[config.mk]
export PLATFORM = sky130hd
export DESIGN_NAME = wr_arbiter_flat
export DESIGN_NICKNAME = d
export VERILOG_FILES = /design/src/rtl/wr_arbiter_pkg.sv /design/src/rtl/wr_arbiter_if.sv /design/src/rtl/wr_arbiter_rr_picker.sv /design/src/rtl/wr_arbiter.sv /design/src/flat_wrapper.sv
export SDC_FILE = /design/constraint.sdc
export NUM_CORES = 1
export LEC_CHECK = 0
export CAP_MARGIN = 30
export CORE_UTILIZATION = 30
export DETAILED_ROUTE_END_ITERATION = 10
export GPL_TIMING_DRIVEN = 0
export PLACE_DENSITY = 0.74
export SYNTH_ARGS = -nofsm -noshare
export SYNTH_HDL_FRONTEND = slang
export SYNTH_SLANG_ARGS = --single-unit
export TNS_END_PERCENT = 30
[constraint.sdc]
create_clock -name CLK -period 4.95 [get_ports CLK]
set_input_delay 0.99 -clock CLK [delete_from_list [all_inputs] [get_ports CLK]]
set_output_delay 0.99 -clock CLK [all_outputs]
set_load 0.05 [all_outputs]
[src/rtl/wr_arbiter_pkg.sv]
// Shared definitions for the worker-result write arbiter: FSM encodings,
// default packet width and packet field helpers.
package wr_arbiter_pkg;

  localparam int PKT_WIDTH = 32;

  typedef enum logic {
    S_ARB  = 1'b0,
    S_SEND = 1'b1
  } arb_state_e;

  // Packet layout: worker id in the top nibble, sequence/payload below.
  function automatic logic [PKT_WIDTH-1:0] pkt_make(input logic [3:0] worker,
                                                    input logic [PKT_WIDTH-5:0] seq);
    return {worker, seq};
  endfunction

  function automatic logic [3:0] pkt_worker(input logic [PKT_WIDTH-1:0] pkt);
    return pkt[PKT_WIDTH-1 -: 4];
  endfunction

endpackage

[src/rtl/wr_arbiter_if.sv]
// Worker-result collection bus plus merged dispatcher output.
// Performance counter signals exist only when WR_ARBITER_PERF_EN is defined.
interface wr_arbiter_if
  import wr_arbiter_pkg::*;
#(
  parameter int NUM_WORKERS         = 4,
  parameter int WORKER_RESULT_WIDTH = PKT_WIDTH
) ();

  localparam int GID_W = $clog2(NUM_WORKERS);

  logic [NUM_WORKERS-1:0]                     RECV_VALID;
  logic [NUM_WORKERS*WORKER_RESULT_WIDTH-1:0] RECV_DATA;
  logic [NUM_WORKERS-1:0]                     RECV_READY;
  logic                                       SEND_VALID;
  logic [WORKER_RESULT_WIDTH-1:0]             SEND_DATA;
  logic                                       SEND_READY;
  logic [GID_W-1:0]                           GRANT_ID;
`ifdef WR_ARBITER_PERF_EN
  logic [31:0]                                PERF_XFER_COUNT;
  logic [31:0]                                PERF_STALL_COUNT;
`endif

  modport slave (
    input  RECV_VALID, RECV_DATA, SEND_READY,
`ifdef WR_ARBITER_PERF_EN
    output PERF_XFER_COUNT, PERF_STALL_COUNT,
`endif
    output RECV_READY, SEND_VALID, SEND_DATA, GRANT_ID
  );

  modport master (
    output RECV_VALID, RECV_DATA, SEND_READY,
`ifdef WR_ARBITER_PERF_EN
    input  PERF_XFER_COUNT, PERF_STALL_COUNT,
`endif
    input  RECV_READY, SEND_VALID, SEND_DATA, GRANT_ID
  );

endinterface

[src/rtl/wr_arbiter_rr_picker.sv]
// Rotating priority picker: first asserted request at or above ptr_i,
// wrapping modulo NUM_REQ.
module rr_picker
  import wr_arbiter_pkg::*;
#(
  parameter int NUM_REQ = 4,
  parameter int IDX_W   = $clog2(NUM_REQ)
) (
  input  logic [NUM_REQ-1:0] req_i,
  input  logic [IDX_W-1:0]   ptr_i,
  output logic [NUM_REQ-1:0] gnt_oh_o,
  output logic [IDX_W-1:0]   gnt_idx_o,
  output logic               any_o
);

  logic [IDX_W-1:0] cand;
  logic             hit;

  always_comb begin
    gnt_oh_o  = '0;
    gnt_idx_o = '0;
    cand      = '0;
    hit       = 1'b0;
    for (int off = 0; off < NUM_REQ; off++) begin
      cand = IDX_W'((int'(ptr_i) + off) % NUM_REQ);
      if (!hit && req_i[cand]) begin
        hit            = 1'b1;
        gnt_oh_o[cand] = 1'b1;
        gnt_idx_o      = cand;
      end
    end
    any_o = hit;
  end

endmodule

[src/rtl/wr_arbiter.sv]
// Round-robin merge of per-worker results into one dispatcher stream.
// Define WR_ARBITER_PERF_EN to add saturating transfer/stall counters.
module wr_arbiter
  import wr_arbiter_pkg::*;
#(
  parameter int NUM_WORKERS         = 4,
  parameter int WORKER_RESULT_WIDTH = PKT_WIDTH
) (
  input  logic        CLK,
  input  logic        RST,
  wr_arbiter_if.slave bus
);

  // state  | meaning
  // S_ARB  | collecting: one-hot ready to the next round-robin requester
  // S_SEND | presenting the captured packet until the dispatcher accepts

  localparam int PTR_W = $clog2(NUM_WORKERS);

  arb_state_e                     state_q, state_d;
  logic [PTR_W-1:0]               rr_ptr_q, rr_ptr_d;
  logic [PTR_W-1:0]               grant_id_q, grant_id_d;
  logic [WORKER_RESULT_WIDTH-1:0] send_data_q, send_data_d;

  logic [NUM_WORKERS-1:0]         pick_oh;
  logic [PTR_W-1:0]               pick_idx;
  logic                           pick_any;
  logic [NUM_WORKERS-1:0]         recv_ready;
  logic                           send_valid;
  logic [WORKER_RESULT_WIDTH-1:0] recv_slice [NUM_WORKERS];

  for (genvar i = 0; i < NUM_WORKERS; i++) begin : g_slice
    assign recv_slice[i] = bus.RECV_DATA[i*WORKER_RESULT_WIDTH +: WORKER_RESULT_WIDTH];
  end

  rr_picker #(
    .NUM_REQ (NUM_WORKERS)
  ) u_picker (
    .req_i     (bus.RECV_VALID),
    .ptr_i     (rr_ptr_q),
    .gnt_oh_o  (pick_oh),
    .gnt_idx_o (pick_idx),
    .any_o     (pick_any)
  );

  always_ff @(posedge CLK) begin
    if (RST) begin
      state_q     <= S_ARB;
      rr_ptr_q    <= '0;
      grant_id_q  <= '0;
      send_data_q <= '0;
    end else begin
      state_q     <= state_d;
      rr_ptr_q    <= rr_ptr_d;
      grant_id_q  <= grant_id_d;
      send_data_q <= send_data_d;
    end
  end

  always_comb begin
    state_d     = state_q;
    rr_ptr_d    = rr_ptr_q;
    grant_id_d  = grant_id_q;
    send_data_d = send_data_q;
    recv_ready  = '0;
    send_valid  = 1'b0;
    case (state_q)
      S_ARB: begin
        recv_ready = pick_oh;
        // Pointer only advances on a real transfer, so an idle cycle keeps priority.
        if (pick_any) begin
          send_data_d = recv_slice[pick_idx];
          grant_id_d  = pick_idx;
          rr_ptr_d    = (pick_idx == PTR_W'(NUM_WORKERS - 1)) ? '0 : pick_idx + 1'b1;
          state_d     = S_SEND;
        end
      end
      S_SEND: begin
        send_valid = 1'b1;
        if (bus.SEND_READY) state_d = S_ARB;
      end
    endcase
  end

  // Outputs are gated by RST so nothing handshakes while reset is held.
  assign bus.RECV_READY = RST ? '0 : recv_ready;
  assign bus.SEND_VALID = send_valid & ~RST;
  assign bus.SEND_DATA  = RST ? '0 : send_data_q;
  assign bus.GRANT_ID   = RST ? '0 : grant_id_q;

`ifdef WR_ARBITER_PERF_EN
  logic [31:0] perf_xfer_q;
  logic [31:0] perf_stall_q;

  always_ff @(posedge CLK) begin
    if (RST) begin
      perf_xfer_q  <= '0;
      perf_stall_q <= '0;
    end else begin
      if (send_valid && bus.SEND_READY && perf_xfer_q != '1)
        perf_xfer_q <= perf_xfer_q + 32'd1;
      if (send_valid && !bus.SEND_READY && perf_stall_q != '1)
        perf_stall_q <= perf_stall_q + 32'd1;
    end
  end

  assign bus.PERF_XFER_COUNT  = perf_xfer_q;
  assign bus.PERF_STALL_COUNT = perf_stall_q;
`endif

endmodule

[src/flat_wrapper.sv]
// flat-port wrapper written by rule: the top's interface ports become plain ports
module wr_arbiter_flat import wr_arbiter_pkg::*;
#(
  parameter int NUM_WORKERS         = 4,
  parameter int WORKER_RESULT_WIDTH = PKT_WIDTH
)
  (CLK, RST, bus_RECV_VALID, bus_RECV_DATA, bus_SEND_READY, bus_RECV_READY, bus_SEND_VALID, bus_SEND_DATA, bus_GRANT_ID);
  wr_arbiter_if #(.NUM_WORKERS(NUM_WORKERS), .WORKER_RESULT_WIDTH(WORKER_RESULT_WIDTH)) bus_i ();
  input  logic CLK;
  input  logic RST;
  input wire logic [$bits(bus_i.RECV_VALID)-1:0] bus_RECV_VALID;
  input wire logic [$bits(bus_i.RECV_DATA)-1:0] bus_RECV_DATA;
  input wire logic [$bits(bus_i.SEND_READY)-1:0] bus_SEND_READY;
  output wire logic [$bits(bus_i.RECV_READY)-1:0] bus_RECV_READY;
  output wire logic [$bits(bus_i.SEND_VALID)-1:0] bus_SEND_VALID;
  output wire logic [$bits(bus_i.SEND_DATA)-1:0] bus_SEND_DATA;
  output wire logic [$bits(bus_i.GRANT_ID)-1:0] bus_GRANT_ID;
  assign bus_i.RECV_VALID = bus_RECV_VALID;
  assign bus_i.RECV_DATA = bus_RECV_DATA;
  assign bus_i.SEND_READY = bus_SEND_READY;
  assign bus_RECV_READY = bus_i.RECV_READY;
  assign bus_SEND_VALID = bus_i.SEND_VALID;
  assign bus_SEND_DATA = bus_i.SEND_DATA;
  assign bus_GRANT_ID = bus_i.GRANT_ID;
  wr_arbiter #(.NUM_WORKERS(NUM_WORKERS), .WORKER_RESULT_WIDTH(WORKER_RESULT_WIDTH)) u_core (.CLK(CLK), .RST(RST), .bus(bus_i));
endmodule
After elaboration in Yosys (flattened, before gate mapping)
Index checks and enable logic that the tools add are counted. W data, S select, Z words.

Output and inout port bits: 39. Input port bits: 135. Logic and storage cells: 76. Flip-flop bits (word level): 37.

Bitwise operators: 7. Equality and inequality tests: 1. Magnitude comparators: 9. Mux-type cells: 40. Add/subtract/negate cells: 4. Reductions and logical operators: 11.

Operators by type and width (number): $mux W32 (3); $bmux W32 S2 (1); $mux W4 (6); $mux W1 (15); $lt A2 B3 Y1 const B (4); $mux W2 (6); $or A4 B4 Y4 (3); $bmux W1 S2 (4); $demux W1 S2 (4); $ge A2 B1 Y1 const B (4); $logic_and A1 B1 Y1 (7); $add A2 B1 Y2 const B (2); $add A2 B2 Y2 const B (2); $ge A3 B3 Y1 const B (1); $logic_not A1 Y1 (3); $not A2 Y3 (1); $eq A2 B2 Y1 const B (1); $not A1 Y1 (2); $pmux W1 S2 (1); $reduce_and A2 Y1 (1); $and A1 B1 Y1 (1).

Depth between registers and ports, before layout
Depth in word-level cells: 16. Depth in mapped cells: 13. Depth with buffers taken out: 8.

Modules after synthesis
From an unflattened synthesis, not the netlist that was laid out.

Cell total of the unflattened synthesis: 292. Area, all modules: 2900.3 µm².

Modules (own cells, without submodules): wr_arbiter (cells an instance 247, instances 1, sequential area each 740.7 µm², area each 2481.1 µm²); rr_picker (cells an instance 45, instances 1, sequential area each 0.0 µm², area each 419.2 µm²).

Worst setup path after synthesis
No wires, ideal clock.

Path type: register to output. Start point: reg u_core.rr_ptr_q[0]. End point: out bus_RECV_READY[0]. Path slack: 0.021 ns. Arrival time: 3.939 ns. Stages on the path, launching flop included: 14. Path buffers: 5. Data required time: 3.960 ns. Cells stage by stage: dfxtp_1 > buf_6 > clkbuf_1 > inv_1 > ha_1 > clkbuf_1 > mux4_2 > nor2b_1 > buf_2 > buf_1 > a22oi_1 > nor2_1 > a221oi_1 > nor3_1.

Cells in the longest elaborated chain, start to end: 14. Elaborated cells on any way between the ends: 49. Classes of those cells: 3 x add/sub; 8 x order compare; 25 x mux; 3 x bitwise; 10 x reduce/logical.

Ends and longest elaborated chain: start, declared (RTL line wr_arbiter.sv:21) `logic [PTR_W-1:0] rr_ptr_q, rr_ptr_d;`; start signal, assigned (RTL line wr_arbiter.sv:54) `rr_ptr_q <= rr_ptr_d;`; parallel branches: the longest is 11 deep, another holds $lt A2 B3 Y1; $mux W4 (*) (RTL line wr_arbiter_rr_picker.sv:26) `if (!hit && req_i[cand]) begin`; $mux W4 (*) (RTL line wr_arbiter.sv:67) `case (state_q)`; $mux W4 (*) (RTL line wr_arbiter.sv:86) `assign bus.RECV_READY = RST ? '0 : recv_ready;`; end, declared (RTL line flat_wrapper.sv:14) `output wire logic [$bits(bus_i.RECV_READY)-1:0] bus_RECV_READY;`.

Mark *: on every way between the ends. The select of a mux whose other input is x is not followed.

Worst setup path in the final report
Start point: reg u_core.rr_ptr_q[0]. End point: out bus_RECV_READY[1].

The elaborated chain is that of the path after synthesis.

==> results.py <==
metrics = {
    "placement": {
        "post-place-ws_ps": -616.6,
        "place_hpwl_mm": 9.674,
        "place_congestion": 0.9313,
        "port_buffers": 173,
    },
    "critical_path": {
        "r2r_slack_ps": 1380,
        "crit_required_ps": 3960,
        "slowest_stage": "ha_2",
        "worstPathArrival_ps": 3650,
        "cpPeakStageDelay_ps": 490,
        "startpoint_type": "register",
        "crit_type": "register to output port",
        "worstPathMaxFanout": 19,
        "path_cells": "buf_6 > clkbuf_2 > inv_1 > ha_2 > mux4_2 > nor2b_1 > buf_2 > a22oi_1 > nor2_1 > a221oi_1 > nor3_1 > clkdlybuf4s15_2",
        "end_kind": "output port",
    },
    "power": {
        "switchingPower_mw": 1.181,
        "clkPwrFrac_pct": 8.7,
        "power_frac_comb_pct": 72.3,
        "leakage_nw": 2.028,
        "finalPower_mw": 2.425,
        "power_density_mw_per_mm2": 455.8,
        "p_int_mw": 1.244,
        "ir_worst_vdd_mv": 0.2368,
        "seq_power_share_pct": 19.0,
        "switching_share_pct": 48.69,
    },
    "global_route": {
        "grt_max_degree": 20,
        "grt_usage_pct": 20.71,
        "grt_pass1_wl_mm": 19.22,
        "grt_pass1_vias": 3955,
        "antenna_found_initial": 0,
        "grt.overflow.total": 0,
    },
    "cts": {
        "clkLatencyLatePin_ps": 280,
        "numCtsBuffers": 5,
        "cts_root_buf": "clkbuf_8",
        "cts_tree": "done",
        "cts.clk_slew.worst_paths_ps": 70,
        "htreeDepth": 2,
        "cts.sinks": 37,
        "clk_path_buf_depth": 2,
    },
    "synthesis": {
        "synth_area_mm2": 0.003326,
        "synth_top_family_by_area": "simple AND/OR/NAND/NOR gates",
        "synthAdderAreaFrac_pct": 3.010,
        "synthMuxAreaShare_pct": 13.96,
        "synth_warnings": 0,
        "seq_area_frac_synth_pct": 22.27,
        "ys.flop_type": "dfxtp_1",
        "synth_xor_area_share_pct": 0.2634,
        "synth_top_area_cell": "dfxtp_1",
        "synth-simple-area-share_pct": 28.22,
        "synthArstFlopShare_pct": 0,
        "synth_cell_types": 45,
        "synth_cells": 413,
        "synth_area_leaders": "dfxtp_1 22%, mux2i_1 11%, nand3_1 8.6%",
        "synthesis.nets": 556,
        "synth_seq_cells": 37,
        "avgSynthCellArea_um2": 8.053,
        "yosys.cell_count.top_type": "nand3_1",
        "synth-edff-count": 0,
        "synth_top_area_share_pct": 22.27,
        "synth_compound_area_share_pct": 25.66,
        "synth_common_cells": "57 x nand3_1, 37 x dfxtp_1, 36 x mux2i_1, 35 x nor2b_1, 29 x clkbuf_1",
    },
    "drt": {
        "via_per_inst": 5.534,
        "drc_errors": 0,
        "drtIter0Drc": 259,
        "drt-total-wl_mm": 12.14,
        "wl_per_cell_um": 16.60,
        "num_vias": 4045,
        "first_pass_iters": 5,
        "ant_nets": 0,
    },
    "flow_run": {
        "maxCapViolCount": 0,
    },
    "layout": {
        "area_growth_pct": 59.97,
        "antenna-diode-count": 0,
        "nets": 734,
        "fin_util_pct": 49.08,
        "seq_area_um2": 740.7,
        "drive_above_1_share_pct": 7.614,
        "nFillCells": 1076,
        "multi_input_area_mm2": 0.002367,
    },
    "timing": {
        "finalSetupViolCount": 0,
        "fin_ws_ps": 313.7,
        "tightestPinTransition_ps": 693.6,
        "max_slew_margin_pct": 53.76,
        "maxSlewViolCount": 0,
        "fin_worst_skew_ps": 6.391,
        "fin_crit_ps": 4636,
        "hold_violations": 0,
        "finalCritPeriodShare_pct": 93.66,
        "rsz0062_at_grt": "no",
        "fmax_ghz": 0.2157,
    },
    "die": {
        "fp.dieH_um": 107.3,
        "start_util_pct": 30.68,
        "std_cell_rows": 38,
        "fp.dieArea_mm2": 0.01151,
        "io_pins": 174,
        "die_w_um": 107.3,
        "core_area_mm2": 0.01084,
    },
    "run_status": {
        "status": "finished clean",
    },
    "hold_path": {
        "hold_path_class": "register to register",
    },
}
-- worst paths after layout --
path / endpoint / startpoint / cells after the start
min: u_core.send_data_q[2]$_SDFFE_PP0P_ / u_core.send_data_q[2]$_SDFFE_PP0P_ / 3
max: bus_RECV_READY[1] / u_core.rr_ptr_q[0]$_SDFFE_PP0P_ / 12
min reg2reg: u_core.send_data_q[2]$_SDFFE_PP0P_ / u_core.send_data_q[2]$_SDFFE_PP0P_ / 3
max reg2reg: u_core.send_data_q[14]$_SDFFE_PP0P_ / u_core.rr_ptr_q[0]$_SDFFE_PP0P_ / 12
-- metal layers --
layer,up-vias,GRT usage [%],part of all wire (%)
li1,1926,-,-
met1,1877,25.05,40
met2,230,37.74,50
met3,12,3.450,8.8
met4,0,5.284,1.5
met5,-,0,0
-- critical path: cells and delay by family, from the launching register on --
kind	cells	cell delay [ps]
buffers and inverters	5	1370
AO/OA/AOI/OAI	2	180
adder cells (fa/ha/maj)	1	490
flip-flops	1	450
multiplexers	1	420
AND/OR/NAND/NOR	3	440
-- through the flow --
stage	hold WS (ps)	TNS [ps]	area, um2	instances
2_1_floorplan	535.1	0	3326	413
3_3_place_gp	581.7	-1877	5233	726
3_5_place_dp	589.2	-2289	5233	726
4_1_cts	598.8	0	5321	732
5_1_grt	613.0	0	5320	731
6_report	593.0	0	5320	731
-- flip-flops by register name (all words and copies together), names as in the netlist --
register,flops
u_core.state_q,1
u_core.grant_id_q,2
u_core.send_data_q,32
u_core.rr_ptr_q,2
-- cell families (layout without fill, tap and decap cells) --
logic type               Yosys count  count (layout)
AO/OA/AOI/OAI                    101             101
adder cells (fa/ha/maj)            8               8
XOR/XNOR                           1               1
multiplexers                      42              42
AND/OR/NAND/NOR                  177             177
buffers and inverters             47             225
flip-flops                        37              37
-- power by group through the flow --
stage	sequential [mW]	clock, mW	combinational, mW
after floorplan	0.454	0	1.25
after global placement	0.463	0	1.71
after detailed placement	0.467	0	1.75
after CTS	0.460	0.219	1.75
after global routing	0.474	0.233	1.89
final	0.460	0.212	1.75
-- timing repair --
action / CTS / global route
hold buffers: 0 / 0
setup endpoints to repair: 4 / 4
buffers inserted: 0 / 0
cloned: 0 / 0
resized for setup: 17 / 1
-- area by class of cell --
type                    count  area share, %
well taps                 140          3.293
plain buffers              42          3.810
flip-flops and latches     37          13.92
repair buffers            173          32.64
clock buffers               7          1.623
multi-input cells         329          44.50
inverters                   3         0.2117
-- layout by cell type (no fill, tap or decap), types with 2 or more instances in the layout --
cell             netlist  layout
mux4_2                 3       3
nand3_1               57      57
o21ai_0               18      18
nor2b_1               35      35
buf_4                  2       2
ha_1                   8       7
a221oi_1              25      25
clkbuf_8               0       6
a211o_1               15      15
a21oi_1                5       5
nand2b_1               5       5
clkbuf_1              29      28
inv_1                  3       3
o21a_1                 2       2
buf_1                  4       3
nand4_1               14      14
nor3_1                 7       7
nand4b_1               2       2
mux2i_1               36      36
buf_2                  5       5
clkdlybuf4s50_1        0     169
nand2_1               19      19
and2_1                 2       2
nor2_1                28      28
a221oi_2              10      10
mux2_2                 2       2
clkdlybuf4s15_2        0       4
a22oi_1                4       4
o211ai_1              15      15
dfxtp_1               37      37
buf_6                  4       4
Note: power is estimated with default switching activity, not from simulation.
